<file path="src/rtl/multicycle_control_fsm.sv">
// Control sequencer for the multicycle machine.
// Walks each instruction through fetch/decode/execute/memory/writeback and
// drives every datapath select and enable as a Moore decode of the current
// state. Also handles memory wait states with timeout, conditional branch,
// jump, illegal-opcode trap, halt, run/stop gating and retired-instruction count.
// Ports:
//   i_clk, i_clear (sync active-high), i_run, i_opcode, i_zero, i_mem_ready
//   o_pc_write, o_pc_write_cond, o_pc_or_data, o_mem_read, o_mem_write,
//   o_ir_write, o_reg_write, o_alu_src_a        : 1-bit enables/selects
//   o_mem_to_reg, o_alu_src_b, o_alu_op, o_pc_source : 2-bit mux selects
//   o_halted, o_trap, o_state_out[3:0], o_instr_count[CNT_W-1:0]
module multicycle_control_fsm #(
  parameter int unsigned OPCODE_W    = 4,
  parameter int unsigned CNT_W       = 16,
  parameter int unsigned WAIT_W      = 4,
  parameter int unsigned WAIT_LIMIT  = 15,
  parameter int unsigned TRAP_ENABLE = 1
) (
  input  logic                i_clk,
  input  logic                i_clear,
  input  logic                i_run,
  input  logic [OPCODE_W-1:0] i_opcode,
  input  logic                i_zero,
  input  logic                i_mem_ready,
  output logic                o_pc_write,
  output logic                o_pc_write_cond,
  output logic                o_pc_or_data,
  output logic                o_mem_read,
  output logic                o_mem_write,
  output logic                o_ir_write,
  output logic                o_reg_write,
  output logic                o_alu_src_a,
  output logic [1:0]          o_mem_to_reg,
  output logic [1:0]          o_alu_src_b,
  output logic [1:0]          o_alu_op,
  output logic [1:0]          o_pc_source,
  output logic                o_halted,
  output logic                o_trap,
  output logic [3:0]          o_state_out,
  output logic [CNT_W-1:0]    o_instr_count
);

  typedef enum logic [3:0] {
    S_IDLE     = 4'd0,
    S_FETCH    = 4'd1,
    S_DECODE   = 4'd2,
    S_MEM_ADDR = 4'd3,
    S_MEM_RD   = 4'd4,
    S_MEM_WB   = 4'd5,
    S_MEM_WR   = 4'd6,
    S_EXEC_R   = 4'd7,
    S_EXEC_I   = 4'd8,
    S_WB_ALU   = 4'd9,
    S_WB_IMM   = 4'd10,
    S_BRANCH   = 4'd11,
    S_JUMP     = 4'd12,
    S_TRAP     = 4'd13,
    S_HALT     = 4'd14
  } state_t;

  state_t              r_state;
  state_t              w_next;
  logic [WAIT_W-1:0]   r_wait;
  logic [WAIT_W-1:0]   w_wait_inc;
  logic [CNT_W-1:0]    r_count;
  logic                r_is_store;
  logic                w_retire;
  logic                w_bad_op;
  logic                w_stall;
  logic                w_timeout;
  logic                w_op_hi;
  logic [3:0]          w_op_lo;

  assign w_op_lo    = i_opcode[3:0];
  assign w_op_hi    = (i_opcode >> 4) != '0;
  assign w_stall    = ((r_state == S_FETCH) || (r_state == S_MEM_RD) ||
                       (r_state == S_MEM_WR)) && !i_mem_ready;
  assign w_wait_inc = r_wait + WAIT_W'(1);
  // The stall cycle that brings the wait count up to the limit is the last one.
  assign w_timeout  = w_stall && (WAIT_LIMIT != 0) &&
                      (w_wait_inc == WAIT_W'(WAIT_LIMIT));

  // State register
  always_ff @(posedge i_clk) begin
    if (i_clear) r_state <= S_IDLE;
    else         r_state <= w_next;
  end

  // Next-state and Moore output decode
  always_comb begin
    w_next          = r_state;
    w_retire        = 1'b0;
    w_bad_op        = 1'b0;
    o_pc_write      = 1'b0;
    o_pc_write_cond = 1'b0;
    o_pc_or_data    = 1'b0;
    o_mem_read      = 1'b0;
    o_mem_write     = 1'b0;
    o_ir_write      = 1'b0;
    o_reg_write     = 1'b0;
    o_alu_src_a     = 1'b0;
    o_mem_to_reg    = 2'b00;
    o_alu_src_b     = 2'b00;
    o_alu_op        = 2'b00;
    o_pc_source     = 2'b00;
    o_halted        = 1'b0;
    o_trap          = 1'b0;
    case (r_state)
      S_IDLE: if (i_run) w_next = S_FETCH;
      S_FETCH: begin
        o_mem_read  = 1'b1;
        o_alu_src_b = 2'b01;
        // IR and PC load only on the cycle the fetch completes.
        o_ir_write  = i_mem_ready;
        o_pc_write  = i_mem_ready;
        if (i_mem_ready)    w_next = S_DECODE;
        else if (w_timeout) w_next = S_TRAP;
      end
      S_DECODE: begin
        o_alu_src_b = 2'b11;
        if (w_op_hi) begin
          w_bad_op = 1'b1;
        end else begin
          case (w_op_lo)
            4'h0, 4'h1, 4'h2, 4'h3,
            4'h4, 4'h5, 4'h6, 4'h7: w_next = S_EXEC_R;
            4'h8:                   w_next = S_EXEC_I;
            4'h9, 4'hA:             w_next = S_MEM_ADDR;
            4'hB:                   w_next = S_WB_IMM;
            4'hC:                   w_next = S_BRANCH;
            4'hD:                   w_next = S_JUMP;
            4'hF:                   w_next = S_HALT;
            default:                w_bad_op = 1'b1;
          endcase
        end
        if (w_bad_op) begin
          if (TRAP_ENABLE != 0) w_next   = S_TRAP;
          else                  w_retire = 1'b1;
        end
      end
      S_MEM_ADDR: begin
        o_alu_src_a = 1'b1;
        o_alu_src_b = 2'b10;
        w_next      = r_is_store ? S_MEM_WR : S_MEM_RD;
      end
      S_EXEC_I: begin
        o_alu_src_a = 1'b1;
        o_alu_src_b = 2'b10;
        w_next      = S_WB_ALU;
      end
      S_EXEC_R: begin
        o_alu_src_a = 1'b1;
        o_alu_op    = 2'b10;
        w_next      = S_WB_ALU;
      end
      S_MEM_RD: begin
        o_mem_read   = 1'b1;
        o_pc_or_data = 1'b1;
        if (i_mem_ready)    w_next = S_MEM_WB;
        else if (w_timeout) w_next = S_TRAP;
      end
      S_MEM_WR: begin
        o_mem_write  = 1'b1;
        o_pc_or_data = 1'b1;
        if (i_mem_ready)    w_retire = 1'b1;
        else if (w_timeout) w_next   = S_TRAP;
      end
      S_MEM_WB: begin
        o_reg_write  = 1'b1;
        o_mem_to_reg = 2'b01;
        w_retire     = 1'b1;
      end
      S_WB_ALU: begin
        o_reg_write = 1'b1;
        w_retire    = 1'b1;
      end
      S_WB_IMM: begin
        o_reg_write  = 1'b1;
        o_mem_to_reg = 2'b10;
        w_retire     = 1'b1;
      end
      S_BRANCH: begin
        o_alu_src_a     = 1'b1;
        o_alu_op        = 2'b01;
        o_pc_write_cond = 1'b1;
        o_pc_source     = 2'b01;
        w_retire        = 1'b1;
      end
      S_JUMP: begin
        o_pc_write  = 1'b1;
        o_pc_source = 2'b10;
        w_retire    = 1'b1;
      end
      S_TRAP: begin
        o_pc_write  = 1'b1;
        o_pc_source = 2'b11;
        o_trap      = 1'b1;
        w_retire    = 1'b1;
      end
      S_HALT: o_halted = 1'b1;
      default: w_next = S_IDLE;
    endcase
    if (w_retire) w_next = i_run ? S_FETCH : S_IDLE;
  end

  // Wait counter, retire counter and LOAD/STORE memo taken at decode
  always_ff @(posedge i_clk) begin
    if (i_clear) begin
      r_wait     <= '0;
      r_count    <= '0;
      r_is_store <= 1'b0;
    end else begin
      if (w_next != r_state) r_wait <= '0;
      else if (w_stall)      r_wait <= w_wait_inc;
      if (w_retire)          r_count <= r_count + CNT_W'(1);
      if (r_state == S_DECODE) r_is_store <= (w_op_lo == 4'hA) && !w_op_hi;
    end
  end

  assign o_state_out   = 4'(r_state);
  assign o_instr_count = r_count;

endmodule

</file>
<file path="config.mk">
export PLATFORM = sky130hd
export DESIGN_NAME = multicycle_control_fsm
export DESIGN_NICKNAME = d
export VERILOG_FILES = /design/src/rtl/multicycle_control_fsm.sv
export SDC_FILE = /design/constraint.sdc
export NUM_CORES = 1
export LEC_CHECK = 0
export ABC_CLOCK_PERIOD_IN_PS = 1900
export CORE_MARGIN = 4
export CORE_UTILIZATION = 44
export DETAILED_ROUTE_END_ITERATION = 8
export PLACE_DENSITY = 0.77
export SYNTH_ARGS = -nofsm -noshare
export SYNTH_HDL_FRONTEND = slang
export SYNTH_SLANG_ARGS = --single-unit
</file>
<file path="constraint.sdc">
create_clock -name i_clk -period 1.9 [get_ports i_clk]
set_clock_uncertainty 0.2 [all_clocks]
set_input_delay 0.38 -clock i_clk [delete_from_list [all_inputs] [get_ports i_clk]]
set_output_delay 0.38 -clock i_clk [all_outputs]
set_load 0.05 [all_outputs]
</file>
==> summary.md, run 1 <==
| Metric | Value |
|---|---|
| Routability Congestion | 0.9271 |
| Post-synthesis instance total | between 200 and 250 |
| Buffer levels on the longest clock path | 2 |
| Commonest register cell after synthesis | dfxtp_1 |
| Sequential area share after synthesis | 28.31% |
| Mapped Avg Cell Area | 7.928 µm² |
| Die extent in x | 71.39 µm |
| First logged error message | [ERROR DPL-0038] Utilization greater than 100%, impossible to legalize |
| Row count | 22 |
| Number of sinks driven by the clock tree | 25 |
| CTS Hold Bufs | 0 |
| YS warnings | 0 |
| Number of synthesized register bits | 25 |
| Exit stage | 5_1_grt |
| Boundary Pins | 47 |
| Count of cell types in the netlist | 57 |
| Number of flops mapped to enable cells by yosys | 0 |
| Maximum number of pins on one net before global-route repair | 19 |
| H-tree levels | 1 |
| Die height | 71.39 µm |
| Worst ep type | register data pin |
| IO Port Bufs | 45 |
| Starting utilization of the core area | 46.88% |
| Root buffer selected by CTS | clkbuf_8 |
| Fraction of registers with async set/reset | 0% |
| Mapped Area | 0.001768 mm² |
| Total nets after synthesis | 235 |
| Run status | aborted with a tool error |
| Detail Placement HPWL | 4.238 mm |
| Clock buffer count from CTS | 3 |
| Worst EP post-GRT repair | o_instr_count[10]$_SDFFE_PP0P_/D |
## synthesized netlist by cell type (2+ instances only)
library cell | n | area (µm²)
nor4b_1 | 2 | 17.52
nor3_1 | 3 | 15.01
xnor2_1 | 13 | 113.9
dfxtp_1 | 25 | 500.5
or2_2 | 2 | 12.51
a211oi_1 | 2 | 15.01
mux2i_1 | 3 | 30.03
and3_1 | 4 | 25.02
a21bo_2 | 3 | 30.03
o21ai_2 | 2 | 17.52
a21oi_1 | 10 | 50.05
ha_1 | 3 | 37.54
a221oi_1 | 2 | 17.52
buf_4 | 2 | 15.01
and2b_1 | 3 | 22.52
nand4_1 | 7 | 43.79
nand4b_1 | 2 | 17.52
a21boi_0 | 2 | 15.01
nand2b_1 | 6 | 37.54
xor2_1 | 8 | 70.07
o21bai_1 | 3 | 22.52
nand3_1 | 5 | 25.02
o21ai_0 | 9 | 45.04
nor3b_1 | 3 | 22.52
nand2_1 | 17 | 63.81
inv_1 | 8 | 30.03
nand3b_1 | 2 | 15.01
o22ai_1 | 5 | 31.28
buf_2 | 4 | 20.02
nor2_1 | 33 | 123.9
clkbuf_1 | 4 | 15.01
## timing repair
action | in CTS
gates cloned | 0
endpoints found under the setup margin | 36
pin swaps | 27
setup buffers | 26
gates resized for setup | 66
## metrics by stage
step / setup TNS (ns) / setup slack [ns] / hold slack, ns / cells / instance area [µm²]
after global placement: -9.313 / -0.4824 / 0.2944 / 356 / 3003
after detailed placement: -10.74 / -0.5924 / 0.3065 / 356 / 3003
after CTS: -2.215 / -0.1540 / 0.3307 / 386 / 3511
after floorplan: -1.653 / -0.3130 / 0.2517 / 223 / 2031
## cells by family after synthesis
kind of cell | after synthesis | synth area share [%]
AND/OR/NAND/NOR | 98 | 29.79
AO/OA/AOI/OAI | 52 | 21.66
buffers and inverters | 20 | 5.378
flip-flops | 25 | 28.31
adder cells (fa/ha/maj) | 3 | 2.123
XOR/XNOR | 21 | 10.40
multiplexers | 4 | 2.335
==> run 2, diff against run 1 <==
--- a/config.mk
+++ b/config.mk
@@ -5,11 +5,11 @@
 export SDC_FILE = /design/constraint.sdc
 export NUM_CORES = 1
 export LEC_CHECK = 0
-export ABC_CLOCK_PERIOD_IN_PS = 1900
+export ABC_CLOCK_PERIOD_IN_PS = 2450
 export CORE_MARGIN = 4
-export CORE_UTILIZATION = 44
+export CORE_UTILIZATION = 40
 export DETAILED_ROUTE_END_ITERATION = 8
-export PLACE_DENSITY = 0.77
+export PLACE_DENSITY_LB_ADDON = 0.15
 export SYNTH_ARGS = -nofsm -noshare
 export SYNTH_HDL_FRONTEND = slang
 export SYNTH_SLANG_ARGS = --single-unit
==> constraint.sdc (replaced) <==
create_clock -name i_clk -period 2.45 [get_ports i_clk]
set_clock_uncertainty 0.2 [all_clocks]
set_input_delay 0.49 -clock i_clk [delete_from_list [all_inputs] [get_ports i_clk]]
set_output_delay 0.49 -clock i_clk [all_outputs]
set_load 0.05 [all_outputs]
==> run 2 against run 1 <==
- the flow now finishes without violations
- synthesized cell count stayed put
- area after synthesis is the same
==> summary.md, run 2 <==
| Metric | Value |
|---|---|
| Antenna violation net count after detailed routing | 0 |
| Number of DRC violations after detailed routing | 0 |
| Crit end category | output port |
| Die extent in x | approximately 74 µm |
| H-tree levels | 1 |
| Mapped Avg Cell Area | 7.928 µm² |
| Placeable core region | 0.004144 mm² |
| First-pass detailed-route iteration total | 4 |
| Cell count after placement | 329 |
| Count of cell types in the netlist | 57 |
| Max-slew headroom | 66.54% |
| Row count | 23 |
| CTS Hold Bufs | 0 |
| Crit Path Category | in2out |
| Starting utilization of the core area | between 40% and 50% |
| Switching part of the total power | between 40% and 50% |
| Max-capacitance violation count | 0 |
| Total nets after synthesis | 235 |
| LEAKAGE | just under 1 nW |
| Arr. time, crit path | ~1.7 ns |
| Max Transition Viols Final | 0 |
| Layout cells sized above 1 | 27.56% |
| Most frequent cell after synthesis | nor2_1 |
| Post-detailed-route wirelength per cell | 12.76 µm |
| Synth-to-layout area growth | 51.45% |
| Clock tree from TritonCTS | built |
| Clock-pin slew of the registers on the worst-case setup and hold paths | about 0.080 ns |
| Max FO, Critical Path | 4 |
| Die height | roughly 74 µm |
| Max Freq | 0.4221 GHz |
| Maximum number of pins on one net before global-route repair | 22 |
| Later-pin clock latency in the skew report | 0.26 ns |
| Detail Placement HPWL | 3.334 mm |
| Wire length of the first global-routing pass | approximately 7.3 mm |
| Tot GR Track Use | 16.01% |
| Number of flops mapped to enable cells by yosys | 0 |
| Mapped Area | 0.001768 mm² |
| Logic gate share of total power | 58.4% |
| Total congestion overflow | 0 |
| Routability Congestion | 0.9226 |
| Cell types with the highest counts after synthesis | nor2_1, dfxtp_1, nand2_1 |
| Fraction of registers with async set/reset | 0% |
| Clock buffer count from CTS | 3 |
| Main area contributors after synthesis | dfxtp_1, nor2_1, xnor2_1 |
| Final worst path period share | 96.71% |
| DIE AREA | 0.005547 mm² |
| Pwr dens | 711.6 mW/mm² |
| Number of DRC markers in iteration 0 | about 70 |
| Run status | finished, final reports clean |
| Flop pwr share | about 29% |
| Fin nets | 296 |
| End-of-flow core utilization | between 60% and 70% |
| IO Port Bufs | 45 |
| Final Instance Count excl. Fillers | 333 |
| YS warnings | 0 |
| Via count of the first global-routing pass | ~1.6k |
| Area leader, netlist | dfxtp_1 |
| Worst Tran Pin Value | 0.5004 ns |
| Cell area after placement | 0.002624 mm² |
| Post-synthesis instance total | 223 |
| Via density | approximately 5.3 |
| Total Wirelength | 4.249 mm |
| Share of the synthesized area in the top cell type | 28.31% |
| Total count of hold-check failures in the final report | 0 |
| Setup repair after global routing missed its margin | false |
| Finished Cell Area | 0.002678 mm² |
| Antenna violations before repair | 0 |
| Number of synthesized register bits | 25 |
| Type of origin of the critical path | primary input |
| Worst min path class | reg2reg |
| Buffer levels on the longest clock path | 2 |
| Final setup violation count | 0 |
| Max IR drop VDD | 0.0003632 V |
| Worst path required time | 1.76 ns |
| Most frequent standard cell in the layout excluding fill and tap cells | buf_4 |
| Ant. Diodes | 0 |
| Root buffer selected by CTS | clkbuf_8 |
| Switching power of the nets | 0.8595 mW |
| Min Clock Period, post-route | 2.369 ns |
| Sequential area share after synthesis | 28.31% |
| Number of sinks driven by the clock tree | 25 |
| Overall power consumption | 1.905 mW |
| Commonest register cell after synthesis | dfxtp_1 |
| # Post-CTS Setup Buffers | 0 |
| Highest-count cells in the layout ignoring fill and taps | buf_4, nor2_1, clkdlybuf4s50_1, dfxtp_1, buf_12 |
| Fraction of power consumed by the clock network | 12.6% |
| Boundary Pins | 47 |
| Design internal power | 1.046 mW |
| Number of flip-flops in the largest register | 16 |
| Vias after detailed routing | 1768 |
==> run 2: cells by family after synthesis <==
family	share of synthesized area (%)
AO/OA/AOI/OAI	21.66
XOR/XNOR	10.40
adder cells (fa/ha/maj)	2.123
buffers and inverters	5.378
flip-flops	28.31
multiplexers	2.335
AND/OR/NAND/NOR	29.79
==> run 2: path summary, 6_finish.rpt <==
check	start	endpoint	slack, ns	cells after the start
worst min register to register	r_is_store	r_is_store	0.32	2
worst max-delay path	i_mem_ready	o_pc_write	0.08	5
worst min-delay path	r_is_store	r_is_store	0.32	2
worst max register to register	o_state_out[0]	r_wait[0]	0.27	6
==> run 2: cell type report <==
| class | instances | area (µm²) |
|---|---|---|
| repair buffers | 68 | 780.7 |
| clock buffers | 4 | 45.04 |
| fillers | 358 | 1466 |
| well taps | 50 | 62.56 |
| multi-input cells | 178 | 1251 |
| flip-flops and latches | 25 | 508.0 |
| inverters | 8 | 30.03 |
==> run 2: power by group through the flow <==
stage | registers (mW) | clock network, mW | logic (mW)
floorplan | 0.563 | 0 | 0.710
global placement | 0.562 | 0 | 1.11
detailed placement | 0.561 | 0 | 1.11
CTS | 0.551 | 0.247 | 1.12
global route | 0.567 | 0.261 | 1.19
finish | 0.554 | 0.239 | 1.11
==> run 2: metal layers <==
| layer | track usage (%) | share of wire [%] |
|---|---|---|
| met3 | 2.703 | 4.5 |
| met1 | 21.08 | 47 |
| met5 | 0 | 0 |
| met2 | 28.29 | 48 |
| met4 | 1.779 | 0.40 |
==> run 2: metrics by stage <==
stage | setup TNS, ns | setup WS, ns | hold WS (ns)
5_1_grt | 0 | 0.02817 | 0.3462
6_report | 0 | 0.08061 | 0.3204
2_1_floorplan | -0.02619 | -0.02619 | 0.2517
4_1_cts | 0 | 0.03130 | 0.3273
3_3_place_gp | -0.9562 | -0.1337 | 0.2837
3_5_place_dp | -1.097 | -0.1764 | 0.3033
==> run 2: worst max-delay path, stage by stage <==
cell,delay (ns)
clkdlybuf4s50_1,0.54
inv_1,0.13
nor3_4,0.24
or2_4,0.16
buf_12,0.12
==> run 2: repair_timing <==
action                                 CTS  global route
setup endpoints to repair                0             6
endpoints found under the hold margin    0             0
gates resized for setup                  0             3
Note: power is estimated with default switching activity, not from simulation.
